**config.mk**
```make
export PLATFORM = sky130hd
export DESIGN_NAME = axi_sram_rd_slave_flat
export DESIGN_NICKNAME = d
export VERILOG_FILES = /design/src/rtl/axi_pkg.sv /design/src/rtl/axi_sram_rd_slave_if.sv /design/src/rtl/axi_burst_addr_gen.sv /design/src/rtl/axi_sram_rd_slave.sv /design/src/flat_wrapper.sv
export SDC_FILE = /design/constraint.sdc
export NUM_CORES = 1
export LEC_CHECK = 0
export ABC_AREA = 1
export CAP_MARGIN = 10
export CORE_ASPECT_RATIO = 1.75
export CORE_MARGIN = 8
export CORE_UTILIZATION = 53
export DETAILED_ROUTE_END_ITERATION = 10
export PLACE_DENSITY = 0.83
export RECOVER_POWER = 25
export SKIP_CTS_REPAIR_TIMING = 1
export SYNTH_ARGS = -nofsm -noshare
export SYNTH_HDL_FRONTEND = slang
export SYNTH_HIERARCHICAL = 1
export SYNTH_SLANG_ARGS = --single-unit
```
**constraint.sdc**
```tcl
create_clock -name clk -period 3.2 [get_ports clk]
set_input_delay 0.32 -clock clk [delete_from_list [all_inputs] [get_ports clk]]
set_output_delay 0.32 -clock clk [all_outputs]
set_load 0.02 [all_outputs]
```
**src/rtl/axi_pkg.sv**
```systemverilog
// Shared AXI encodings and the read-responder FSM state type.
// Imported by the read slave and its burst address generator.
package axi_pkg;

    localparam int ID_W_DEFAULT = 4;

    localparam logic [1:0] BURST_FIXED = 2'b00;
    localparam logic [1:0] BURST_INCR  = 2'b01;
    localparam logic [1:0] BURST_WRAP  = 2'b10;

    localparam logic [1:0] AXI_RESP_OKAY   = 2'b00;
    localparam logic [1:0] AXI_RESP_SLVERR = 2'b10;

    typedef enum logic [1:0] {
        ST_IDLE  = 2'b00,
        ST_ISSUE = 2'b01,
        ST_WAIT  = 2'b10,
        ST_RESP  = 2'b11
    } state_t;

endpackage

```
**src/rtl/axi_sram_rd_slave_if.sv**
```systemverilog
// AXI4 read address (AR) and read data (R) channel bundle.
// The master modport drives requests and rready; the slave modport answers them.
interface axi_sram_rd_slave_if #(
    parameter int ID_W = 4
);
    logic [ID_W-1:0] arid;
    logic [31:0]     araddr;
    logic [7:0]      arlen;
    logic [2:0]      arsize;
    logic [1:0]      arburst;
    logic            arvalid;
    logic            arready;

    logic [ID_W-1:0] rid;
    logic [31:0]     rdata;
    logic [1:0]      rresp;
    logic            rlast;
    logic            rvalid;
    logic            rready;

    modport master (
        output arid, araddr, arlen, arsize, arburst, arvalid, rready,
        input  arready, rid, rdata, rresp, rlast, rvalid
    );

    modport slave (
        input  arid, araddr, arlen, arsize, arburst, arvalid, rready,
        output arready, rid, rdata, rresp, rlast, rvalid
    );

endinterface

```
**src/rtl/axi_burst_addr_gen.sv**
```systemverilog
// Combinational next-beat address for AXI FIXED/INCR/WRAP bursts.
// WRAP with a beat count other than 2/4/8/16 falls back to INCR.
module axi_burst_addr_gen
    import axi_pkg::*;
(
    input  logic [31:0] addr,
    input  logic [1:0]  size,
    input  logic [3:0]  len,
    input  logic [1:0]  burst,
    output logic [31:0] next_addr
);

    logic [31:0] bytes_s;
    logic [31:0] incr_s;
    logic [31:0] mask_s;
    logic        wrap_ok_s;

    // Step size, wrap window mask and the selected next address.
    always_comb begin
        bytes_s   = 32'd1 << size;
        incr_s    = addr + bytes_s;
        mask_s    = (({28'd0, len} + 32'd1) << size) - 32'd1;
        wrap_ok_s = (len == 4'd1) || (len == 4'd3) || (len == 4'd7) || (len == 4'd15);
        case (burst)
            BURST_FIXED: next_addr = addr;
            BURST_WRAP: begin
                if (wrap_ok_s) begin
                    next_addr = (addr & ~mask_s) | (incr_s & mask_s);
                end else begin
                    next_addr = incr_s;
                end
            end
            default:     next_addr = incr_s;
        endcase
    end

endmodule

```
**src/rtl/axi_sram_rd_slave.sv**
```systemverilog
// AXI4 read responder over a single-port synchronous SRAM, one beat per 3 cycles.
// Optional macro AXI_RD_RANGE_ERR_EN: out-of-range beats skip the SRAM and return SLVERR.
module axi_sram_rd_slave
    import axi_pkg::*;
#(
    parameter int         ID_W      = ID_W_DEFAULT,
    parameter int         SRAM_AW   = 16,
    parameter logic [1:0] RESP_OKAY = AXI_RESP_OKAY
) (
    input  logic                clk,
    input  logic                resetn,
    axi_sram_rd_slave_if.slave  axi,
    output logic                sram_en,
    output logic [SRAM_AW-1:0]  sram_addr,
    input  logic [31:0]         sram_rdata,
    output logic                busy
);

    state_t              state_r;
    logic [ID_W-1:0]     id_r;
    logic [31:0]         addr_r;
    logic [3:0]          len_r;
    logic [1:0]          size_r;
    logic [1:0]          burst_r;
    logic [3:0]          beat_cnt_r;
    logic                arready_r;
    logic                rvalid_r;
    logic                rlast_r;
    logic [ID_W-1:0]     rid_r;
    logic [31:0]         rdata_r;
    logic [1:0]          rresp_r;
    logic                sram_en_r;
    logic [SRAM_AW-1:0]  sram_addr_r;
    logic                busy_r;

    logic [3:0]          len_in_s;
    logic [1:0]          size_in_s;
    logic [31:0]         next_addr_s;
    logic                ar_err_s;
    logic                nx_err_s;
    logic                cur_err_s;

    // Illegal request lengths and sizes are clamped to the largest legal value.
    always_comb begin
        if (axi.arlen > 8'd15) begin
            len_in_s = 4'd15;
        end else begin
            len_in_s = axi.arlen[3:0];
        end
        if (axi.arsize > 3'd2) begin
            size_in_s = 2'd2;
        end else begin
            size_in_s = axi.arsize[1:0];
        end
    end

    axi_burst_addr_gen u_addr_gen (
        .addr      (addr_r),
        .size      (size_r),
        .len       (len_r),
        .burst     (burst_r),
        .next_addr (next_addr_s)
    );

`ifdef AXI_RD_RANGE_ERR_EN
    assign ar_err_s  = (axi.araddr >> (SRAM_AW + 2)) != 32'd0;
    assign nx_err_s  = (next_addr_s >> (SRAM_AW + 2)) != 32'd0;
    assign cur_err_s = (addr_r >> (SRAM_AW + 2)) != 32'd0;
`else
    assign ar_err_s  = 1'b0;
    assign nx_err_s  = 1'b0;
    assign cur_err_s = 1'b0;
`endif

    // Main FSM; sram_en/sram_addr are loaded on entry to ISSUE so they are valid during it.
    always_ff @(posedge clk or negedge resetn) begin
        if (!resetn) begin
            state_r     <= ST_IDLE;
            id_r        <= '0;
            addr_r      <= 32'd0;
            len_r       <= 4'd0;
            size_r      <= 2'd0;
            burst_r     <= 2'd0;
            beat_cnt_r  <= 4'd0;
            arready_r   <= 1'b1;
            rvalid_r    <= 1'b0;
            rlast_r     <= 1'b0;
            rid_r       <= '0;
            rdata_r     <= 32'd0;
            rresp_r     <= 2'b00;
            sram_en_r   <= 1'b0;
            sram_addr_r <= '0;
            busy_r      <= 1'b0;
        end else begin
            case (state_r)
                ST_IDLE: begin
                    if (axi.arvalid && arready_r) begin
                        id_r        <= axi.arid;
                        addr_r      <= axi.araddr;
                        len_r       <= len_in_s;
                        size_r      <= size_in_s;
                        burst_r     <= axi.arburst;
                        beat_cnt_r  <= 4'd0;
                        arready_r   <= 1'b0;
                        busy_r      <= 1'b1;
                        sram_en_r   <= ~ar_err_s;
                        sram_addr_r <= axi.araddr[SRAM_AW+1:2];
                        state_r     <= ST_ISSUE;
                    end else begin
                        arready_r <= 1'b1;
                        busy_r    <= 1'b0;
                    end
                end
                ST_ISSUE: begin
                    sram_en_r <= 1'b0;
                    state_r   <= ST_WAIT;
                end
                ST_WAIT: begin
                    rvalid_r <= 1'b1;
                    rid_r    <= id_r;
                    rlast_r  <= (beat_cnt_r == len_r);
                    if (cur_err_s) begin
                        rdata_r <= 32'h0000_0000;
                        rresp_r <= AXI_RESP_SLVERR;
                    end else begin
                        rdata_r <= sram_rdata;
                        rresp_r <= RESP_OKAY;
                    end
                    state_r <= ST_RESP;
                end
                ST_RESP: begin
                    if (axi.rready) begin
                        rvalid_r <= 1'b0;
                        if (rlast_r) begin
                            arready_r <= 1'b1;
                            busy_r    <= 1'b0;
                            state_r   <= ST_IDLE;
                        end else begin
                            beat_cnt_r  <= beat_cnt_r + 4'd1;
                            addr_r      <= next_addr_s;
                            sram_en_r   <= ~nx_err_s;
                            sram_addr_r <= next_addr_s[SRAM_AW+1:2];
                            state_r     <= ST_ISSUE;
                        end
                    end else begin
                        rvalid_r <= 1'b1;
                    end
                end
                default: begin
                    state_r   <= ST_IDLE;
                    arready_r <= 1'b1;
                    rvalid_r  <= 1'b0;
                    sram_en_r <= 1'b0;
                    busy_r    <= 1'b0;
                end
            endcase
        end
    end

    assign axi.arready = arready_r;
    assign axi.rvalid  = rvalid_r;
    assign axi.rlast   = rlast_r;
    assign axi.rid     = rid_r;
    assign axi.rdata   = rdata_r;
    assign axi.rresp   = rresp_r;
    assign sram_en     = sram_en_r;
    assign sram_addr   = sram_addr_r;
    assign busy        = busy_r;

endmodule

```
**src/flat_wrapper.sv**
```systemverilog
// flat-port wrapper written by rule: the top's interface ports become plain ports
module axi_sram_rd_slave_flat import axi_pkg::*;
#(
    parameter int         ID_W      = ID_W_DEFAULT,
    parameter int         SRAM_AW   = 16,
    parameter logic [1:0] RESP_OKAY = AXI_RESP_OKAY
)
  (clk, resetn, sram_en, sram_addr, sram_rdata, busy, axi_arid, axi_araddr, axi_arlen, axi_arsize, axi_arburst, axi_arvalid, axi_rready, axi_arready, axi_rid, axi_rdata, axi_rresp, axi_rlast, axi_rvalid);
  axi_sram_rd_slave_if #(.ID_W(ID_W)) axi_i ();
  input  logic clk;
  input  logic resetn;
  output logic sram_en;
  output logic [SRAM_AW-1:0] sram_addr;
  input  logic [31:0] sram_rdata;
  output logic busy;
  input wire logic [$bits(axi_i.arid)-1:0] axi_arid;
  input wire logic [$bits(axi_i.araddr)-1:0] axi_araddr;
  input wire logic [$bits(axi_i.arlen)-1:0] axi_arlen;
  input wire logic [$bits(axi_i.arsize)-1:0] axi_arsize;
  input wire logic [$bits(axi_i.arburst)-1:0] axi_arburst;
  input wire logic [$bits(axi_i.arvalid)-1:0] axi_arvalid;
  input wire logic [$bits(axi_i.rready)-1:0] axi_rready;
  output wire logic [$bits(axi_i.arready)-1:0] axi_arready;
  output wire logic [$bits(axi_i.rid)-1:0] axi_rid;
  output wire logic [$bits(axi_i.rdata)-1:0] axi_rdata;
  output wire logic [$bits(axi_i.rresp)-1:0] axi_rresp;
  output wire logic [$bits(axi_i.rlast)-1:0] axi_rlast;
  output wire logic [$bits(axi_i.rvalid)-1:0] axi_rvalid;
  assign axi_i.arid = axi_arid;
  assign axi_i.araddr = axi_araddr;
  assign axi_i.arlen = axi_arlen;
  assign axi_i.arsize = axi_arsize;
  assign axi_i.arburst = axi_arburst;
  assign axi_i.arvalid = axi_arvalid;
  assign axi_i.rready = axi_rready;
  assign axi_arready = axi_i.arready;
  assign axi_rid = axi_i.rid;
  assign axi_rdata = axi_i.rdata;
  assign axi_rresp = axi_i.rresp;
  assign axi_rlast = axi_i.rlast;
  assign axi_rvalid = axi_i.rvalid;
  axi_sram_rd_slave #(.ID_W(ID_W), .SRAM_AW(SRAM_AW), .RESP_OKAY(RESP_OKAY)) u_core (.clk(clk), .resetn(resetn), .axi(axi_i), .sram_en(sram_en), .sram_addr(sram_addr), .sram_rdata(sram_rdata), .busy(busy));
endmodule
```
* Yosys cells after proc, flatten, opt, wreduce, memory -nomap -nowiden
Cells that the tools add are included.
** Storage, ports and cells
- Register bits :: 107
- Bits of input ports :: 85
- Output and inout port bits :: 59
- Logic and storage cells :: 91
** Operators by class
- Add/sub/neg operators :: 4
- Magnitude comparators :: 2
- Equality and inequality tests :: 14
- Shifts and indexed selects :: 2
- Mux-type cells :: 34
- Bitwise operators :: 4
- Reduce and logical (&&, ||, !) cells :: 15
** Operators with widths (number)
- $mux W32 :: 4
- $pmux W32 S2 :: 2
- $and A32 B32 Y32 :: 2
- $mux W16 :: 3
- $add A32 B32 Y32 :: 1
- $not A32 Y32 :: 1
- $or A32 B32 Y32 :: 1
- $pmux W16 S2 :: 1
- $shl A1 B2 Y32 const A :: 1
- $shl A5 B2 Y32 :: 1
- $sub A32 B1 Y32 const B :: 1
- $mux W4 :: 4
- $mux W1 :: 11
- $gt A8 B4 Y1 const B :: 1
- $pmux W2 S4 :: 1
- $pmux W4 S2 :: 1
- $reduce_and A4 Y1 :: 2
- $eq A2 B2 Y1 const B :: 3
- $mux W2 :: 3
- $ne A2 B2 Y1 const B :: 3
- $pmux W1 S2 :: 3
- $add A4 B1 Y5 const B :: 1
- $reduce_and A5 Y1 :: 1
- $add A4 B1 Y4 const B :: 1
- 16 further kinds :: 22

* Logic depth before layout (Yosys ltp)
Gate-level depths: netlist of run 1.
- Word-level depth :: 11
- Mapped depth :: 20
- Gate-level depth less buffers :: 20

* Modules after synthesis
Netlist of run 1, hierarchy kept.
** Modules (own cells, without submodules)
- axi_sram_rd_slave :: instances 1, cells each 548, area each 4241.6 sq um, sequential area each 2278.4 sq um
- axi_burst_addr_gen :: instances 1, cells each 496, area each 2552.4 sq um, sequential area each 0.0 sq um

* Worst setup path after synthesis of run 1
Ideal clock, no wire load.
- Kind :: register to register
- From :: reg u_core.size_r[1]
- To :: reg u_core.addr_r[8]
- Setup time :: 117 ps
- Data arrival time :: 2387 ps
- Data required time :: 3083 ps
- Slack :: 697 ps
- Stages on the path, launching flop included :: 19
- Path buffers :: 1
- Period minus slack after synthesis :: 2503 ps
- Path through :: dfrtp_1 clkbuf_1 nor2_1 ha_1 fa_1 nand3_1 nand3_1 nand2_1 nor2_1 nand2_1 nor2_2 xor2_1 o22ai_1 inv_1 nand2_1 nand2_1 nand2_1 nand2_1 nand2_1
** Between the ends
- Word-level cells in the longest chain between the ends :: 10
- Elaborated cells between the ends (all ways) :: 13
- Classes of those cells :: add/sub (2); shift (2); mux (5); bitwise (4)
** RTL lines
- start, declared :: line axi_sram_rd_slave.sv:23 : logic [1:0] size_r;
- start signal, assigned :: line axi_sram_rd_slave.sv:101 : size_r <= size_in_s;
- $shl A5 B2 Y32 :: line axi_burst_addr_gen.sv:22 : mask_s = (({28'd0, len} + 32'd1) << size) - 32'd1;
- $sub A32 B1 Y32 :: line axi_burst_addr_gen.sv:22
- $not A32 Y32 :: line axi_burst_addr_gen.sv:28 : next_addr = (addr & ~mask_s) | (incr_s & mask_s);
- $and A32 B32 Y32 :: line axi_burst_addr_gen.sv:28
- $or A32 B32 Y32 :: line axi_burst_addr_gen.sv:28
- $mux W32 :: line axi_burst_addr_gen.sv:27 : if (wrap_ok_s) begin
- $pmux W32 S2 (*) :: line axi_burst_addr_gen.sv:24 : case (burst)
- via u_core.next_addr_s[8] :: line axi_sram_rd_slave.sv:38 : logic [31:0] next_addr_s;
- $mux W32 (*) :: line axi_sram_rd_slave.sv:134 : if (rlast_r) begin
- $mux W32 (*) :: line axi_sram_rd_slave.sv:132 : if (axi.rready) begin
- $pmux W32 S2 (*) :: line axi_sram_rd_slave.sv:95 : case (state_r)
- end signal, assigned :: line axi_sram_rd_slave.sv:99 : addr_r <= axi.araddr;
- end signal, assigned :: line axi_sram_rd_slave.sv:140 : addr_r <= next_addr_s;
- end, declared :: line axi_sram_rd_slave.sv:21 : logic [31:0] addr_r;
Mark *: on every way through the listed nets, which the timed path passes. The rest lies on a longest branch. The select of a mux whose other input is x is not followed.
A chain may end at the register's enable or synchronous reset.

* Worst setup path after layout of run 1
- From :: reg u_core.size_r[1]
- To :: reg u_core.addr_r[13]
The elaborated chain is that of the path after synthesis.

==> reports/metrics.yaml, run 1 <==
clkTransAtPathRegs_ns: 0.06
avgSynthCellArea_um2: 6.91
fmax_mhz: 368
routed_via_density: 5.25
diodes: 0
holdWs_ns: 0.470
core_area_um2: 9730
hold_end: "u_core/axi.rdata[10]"
skew_ns: 0.00755
placed_cell_area_um2: 6360
path_cells: "inv_2, nor2_1, ha_1, nand3_1, nand2_1, nand2_1, nand2_2, nand2_2, nor2_2, xor2_1, o22ai_1, inv_1, nand2_1, nand2_1, nand2_1, nand2_1, nand2_1"
tightest_slew_ns: 1.91
slowest_delay_ns: 0.53
drtPass1Iterations: 5
outcome: "complete, but fails checks"
crit_path_frequent_cell: "nand2_1"
cts_buffers: 9
violations: "max-capacitance violations, max-slew violations"
min_path_type: "reg2reg"
fillCellCount: 842
path_delay_family: "simple AND/OR/NAND/NOR gates"
cp_slowest_cell: "dfrtp_1"
hold_viol_final: 0
r2r_cells: 17
grt_pass1_vias: 5452
tns_ns: 0
post-route-util_pct: 68.6
final_nets: 950
drive_gt1_share_pct: 7.96
root_buffer: "clkbuf_16"
clockBufferDepth: 2
vdd_ir_drop_max_uv: 604
grt_max_degree: 78
cts_tree: "done"
multiInputGateArea_um2: 2750
clk_latency_ns: 0.33
port_buffers: 127
r2r_end: "u_core/addr_r[13]"
fin_area_um2: 6680
crit_fanout: 13
ant_nets: 0
hold_depth: 2
r2r_start: "u_core/size_r[1]"
setup_viol: 0
crit_arrival_ns: 2.95
route.vias.total: 5140
relSlewSlack_pct: -27.6
drv_cap: 1
mappedNetlistArea_um2: 5210
initialDrtViolationCount: 301
syn2layout_area_growth_pct: 28.1
cp-start-kind: "flop"
reg2reg_slack_ns: 0.48
die_w_um: 91.0
seqCellArea_um2: 1930
overflow: 0
setup_slack_ns: 0.480
leakage_nw: 3.40
wl_per_cell_um: 15.0
crit_type: "reg2reg"
grt_pass1_wl_mm: 24.9
wl_mm: 14.7
post-route-min-period_ns: 2.72
fin_crit_sh_pct: 85.0
htree_levels: 3
drv_slew: 78
hp-start: "u_core/axi.rdata[10]"
ys_warn_count: 6
grtUsageTotal_pct: 22.5
gp_congestion: 0.967
dp_slack_ns: 0.544
num_io_pins: 144
die-area_um2: 13400
path_buf_inv: 2
netlist_instances: 754
drc_errors: 0
end_kind: "flop"
num_rows: 48
clock_sinks: 77
worstPathRequired_ns: 3.43
dieHeight_um: 147
dpl.hpwl_mm: 11.0
initial_core_util_pct: 53.6
rsz0062_at_grt: "no"
antenna_found_initial: 0
cellPowerDensity_nw_per_um2: 1170
cell type report:
class	instances	share of cell area, %
Sequential cell	77	28.9
Clock buffer	11	3.79
Inverter	60	3.41
Multi-Input combinational cell	570	41.2
Tap cell	125	2.34
Clock inverter	5	0.975
Timing Repair Buffer	131	19.4
worst max-delay path by stage:
| stage | start | to | slack, ns | cells past startpoint |
|---|---|---|---|---|
| 2_1_floorplan | u_core/size_r[1] | u_core/addr_r[8] | 0.76 | 18 |
| 6_report | u_core/size_r[1] | u_core/addr_r[13] | 0.48 | 17 |
| 3_3_place_gp | u_core/size_r[0] | u_core/addr_r[8] | 0.62 | 17 |
| 3_5_place_dp | u_core/size_r[0] | u_core/addr_r[14] | 0.54 | 17 |
| 4_1_cts | u_core/size_r[0] | u_core/addr_r[14] | 0.53 | 17 |
| 5_1_grt | u_core/size_r[0] | u_core/addr_r[8] | 0.10 | 17 |
power breakdown:
| group | internal (mW) | switching, mW |
|---|---|---|
| combinational | 1.78 | 3.04 |
| clock | 0.655 | 0.427 |
| sequential | 1.44 | 0.465 |
| total | 3.88 | 3.94 |
metal layers:
layer | vias to the layer above | track usage, % | part of all wire (%)
met5 | - | 0 | 0
li1 | 2519 | - | -
met2 | 204 | 41.4 | 54
met1 | 2371 | 21.8 | 36
met3 | 46 | 5.83 | 6.6
met4 | 0 | 12.9 | 3.8
through the flow:
stage                     power [mW]  instances
after floorplan                 5.38        755
after global placement          6.50        963
after detailed placement        6.71        963
after CTS                       7.83        979
after global routing            8.47        979
final                           7.82        979
cell usage in the layout (no fill, tap or decap), types with 2 or more instances in the layout:
| master | count |
|---|---|
| o21bai_1 | 2 |
| buf_4 | 4 |
| nor2_2 | 5 |
| clkbuf_16 | 9 |
| nor2_4 | 5 |
| nor3_1 | 8 |
| o21ai_0 | 20 |
| ha_1 | 15 |
| nand3_4 | 3 |
| o21ai_2 | 2 |
| clkinv_1 | 2 |
| clkbuf_8 | 2 |
| xor2_1 | 13 |
| inv_6 | 2 |
| nand2_1 | 368 |
| a21oi_1 | 8 |
| clkdlybuf4s50_1 | 126 |
| nand2_2 | 14 |
| conb_1 | 2 |
| inv_1 | 47 |
| nand3_1 | 45 |
| dfrtp_1 | 76 |
| o211ai_1 | 3 |
| nand4_1 | 7 |
| nor2_1 | 26 |
| o22ai_1 | 10 |
| inv_2 | 10 |
| clkinv_4 | 2 |
flip-flops by register name, indices dropped and copies added (netlist names):
signal	count
u_core/addr_r	18
u_core/axi.arready	1
u_core/axi.rdata	32
u_core/axi.rid	4
u_core/axi.rlast	1
u_core/axi.rvalid	1
u_core/beat_cnt_r	4
u_core/burst_r	2
u_core/busy	1
u_core/id_r	4
u_core/len_r	4
u_core/size_r	2
u_core/sram_en	1
u_core/state_r	2
worst register-to-register path, cell delays in order, from the launching register on:
cell and delay, ns:
dfrtp_1 0.53, inv_2 0.23, nor2_1 0.08, ha_1 0.37, nand3_1 0.11, nand2_1 0.10
nand2_1 0.08, nand2_2 0.12, nand2_2 0.09, nor2_2 0.16, xor2_1 0.26, o22ai_1 0.13
inv_1 0.09, nand2_1 0.06, nand2_1 0.06, nand2_1 0.05, nand2_1 0.06, nand2_1 0.05
Note: power is estimated with default switching activity, not from simulation.
==> run 2, diff against run 1 <==
CORE_UTILIZATION = 48   (was 53)
PLACE_DENSITY = 0.79   (was 0.83)
clock period = 2.5 ns   (was 3.2 ns; I/O delays follow)
==> run 2 against run 1 <==
Net effect: non-clock buffer count up 12; critical path depth unchanged; count of clock-buffer cells in the layout down 2; the run ends with max-capacitance violations, max-slew violations, negative setup slack left; critical endpoint is now u_core/addr_r[7]; highest routed layer unchanged; cell count up 1.6%; final area up 3.7%; flip-flop and latch count unchanged; hold slack worse by 0.014 ns; clock skew down 0.0011 ns; critical path type unchanged; global-route usage down 0.68 points.
==> reports/metrics.yaml, run 2 (synthesis results as in run 1) <==
cts_tree: "done"  # unchanged
clk_latency_ns: 0.33  # about the same
drv_slew: 78  # unchanged
p_seq_share_pct: 23.3  # was 24.4%
initialDrtViolationCount: 316  # was 301
end_kind: "flop"  # unchanged
grt_pass1_wl_mm: 25.5  # was 24.9 mm
antenna_found_initial: 0  # unchanged
crit_arrival_ns: 2.81  # was 2.95 ns
grtUsageTotal_pct: 21.8  # was 22.5%
slowest_delay_ns: 0.46  # was 0.53 ns
cp-start-kind: "flop"  # unchanged
relSlewSlack_pct: -29.0  # was -27.6%
post-route-min-period_ns: 2.53  # was 2.72 ns
diodes: 0  # unchanged
root_buffer: "clkbuf_16"  # unchanged
clockBufferDepth: 2  # unchanged
largest_reg_flops: 32  # unchanged
drc_errors: 0  # unchanged
fin_area_um2: 6920  # was 6680 um^2
vdd_ir_drop_max_uv: 842  # was 604 uV
r2r_cells: 17  # unchanged
num_io_pins: 144  # unchanged
port_buffers: 127  # unchanged
leakage_nw: 3.47  # was 3.40 nW
setup_slack_ns: -0.0340  # was 0.480 ns
skew_ns: 0.00640  # was 0.00755 ns
fin_crit_sh_pct: 101  # was 85.0%
cp_slowest_cell: "dfrtp_2"  # was dfrtp_1
drtPass1Iterations: 5  # unchanged
clkTransAtPathRegs_ns: 0.06  # about the same
p_int_mw: 5.13  # was 3.88 mW
drv_cap: 1  # unchanged
tightest_slew_ns: 1.94  # was 1.91 ns
violations: "max-capacitance violations, max-slew violations, negative setup slack"  # was max-capacitance violations, max-slew violations
wl_per_cell_um: 15.5  # was 15.0 um
initial_core_util_pct: 49.0  # was 53.6%
wl_mm: 15.4  # was 14.7 mm
min_path_type: "in2async"  # was reg2reg
clock_sinks: 77  # unchanged
dieHeight_um: 154  # was 147 um
cts_buffers: 9  # unchanged
placed_cell_area_um2: 6440  # was 6360 um^2
overflow: 0  # unchanged
syn2layout_area_growth_pct: 32.8  # was 28.1%
hold_viol_final: 0  # unchanged
switchingPower_mw: 5.22  # was 3.94 mW
cellPowerDensity_nw_per_um2: 1490  # was 1170 nW/um^2
drive_gt1_share_pct: 13.2  # was 7.96%
routed_via_density: 5.25  # about the same
gp_congestion: 0.924  # was 0.967
core_area_um2: 10600  # was 9730 um^2
mostFrequentLayoutCell: "nand2_1"  # unchanged
path_cells: "ha_4, inv_2, o21ai_2, inv_2, nand2_4, nand2_4, nor2_4, nand3_4, nor3_4, ha_2, nand3_1, nand2_1, o221ai_1, nand2_1, nand2_1, nand2_1, nand2_1"  # was inv_2, nor2_1, ha_1, nand3_1, nand2_1, nand2_1, nand2_2, nand2_2, nor2_2, xor2_1, o22ai_1, inv_1, nand2_1, nand2_1, nand2_1, nand2_1, nand2_1
die_w_um: 94.8  # was 91.0 um
num_rows: 50  # was 48
final_nets: 962  # was 950
htree_levels: 3  # unchanged
die-area_um2: 14600  # was 13,400 um^2
final_cell_mix: "nand2_1 (361), clkdlybuf4s50_1 (126), dfrtp_1 (72)"  # was nand2_1 (368), clkdlybuf4s50_1 (126), dfrtp_1 (76)
fmax_mhz: 395  # was 368 MHz
rsz0062_at_grt: "yes"  # was no
dp_slack_ns: -0.0373  # was 0.544 ns
worstPathRequired_ns: 2.77  # was 3.43 ns
setup_viol: 1  # was 0
crit_path_frequent_cell: "nand2_1"  # unchanged
crit_fanout: 5  # was 13
ant_nets: 0  # unchanged
comb_power_share_pct: 64.2  # was 61.7%
grt_pass1_vias: 5617  # was 5,452
clkPwrFrac_pct: 12.5  # was 13.8%
dpl.hpwl_mm: 11.3  # was 11.0 mm
crit_type: "reg2reg"  # unchanged
grt_max_degree: 78  # unchanged
outcome: "complete, but fails checks"  # unchanged
switching_share_pct: 50.5  # was 50.4%
route.vias.total: 5227  # was 5,140
[run 2: changes by cell type in the layout (fill, tap and decap cells not counted), sizes merged]
cell / before / now
clkinvlp: 0 / 2
inv: 60 / 59
buf: 4 / 16
clkbuf: 12 / 10
[run 2: power groups by stage]
stage	registers, mW	clock network, mW	logic [mW]
finish	2.41	1.29	6.65
global route	2.51	1.37	7.36
CTS	2.39	1.32	6.36
detailed placement	2.39	0	6.32
global placement	2.37	0	6.07
floorplan	2.67	0	4.22
[run 2: layer usage]
metal  wire length [um]  track usage [%]  part of all wire [%]
met5                  0                0                     0
met4                556             12.6                   3.6
met3               1080             4.92                   7.0
met2               8620             41.3                    56
met1               5130             20.0                    33
[run 2: worst max-delay path, delay by kind of cell (launching register included)]
family	cells	cell delay (ns)
simple gates	11	0.98
fa+ha+maj	2	0.59
compound gates	2	0.33
flops	1	0.46
buf+inv	2	0.11
[run 2: layout make-up]
cell class	instances	area, um^2
fill	959	3710
multi-input combinational	570	2920
sequential	77	1930
timing repair buffer	143	1390
inverter	60	228
clock buffer	9	225
tap	130	163
clock inverter	6	63.8
[run 2: worst paths after layout]
check / endpoint / startpoint / slack (ns)
worst max-delay path: u_core/addr_r[7] / u_core/len_r[0] / -0.03
worst min-delay path: u_core/axi.rid[3] / resetn / 0.46
worst max register to register: u_core/addr_r[7] / u_core/len_r[0] / -0.03
worst min register to register: u_core/axi.rdata[21] / u_core/axi.rdata[21] / 0.47
max in group asynchronous: u_core/len_r[1] / resetn / 0.78
min in group clk: u_core/axi.rdata[25] / sram_rdata[25] / 0.46
[run 2: per-stage QoR]
step	hold slack (ns)	cells	TNS [ns]	power, mW	utilization [%]
4_1_cts	0.120	993	-0.187	10.1	63.3
3_5_place_dp	0.458	978	-0.0480	8.71	60.6
5_1_grt	0.462	995	-0.640	11.2	65.1
3_3_place_gp	0.453	978	0	8.44	60.6
6_report	0.456	995	-0.0340	10.3	65.1
2_1_floorplan	-0.0456	755	0	6.89	-
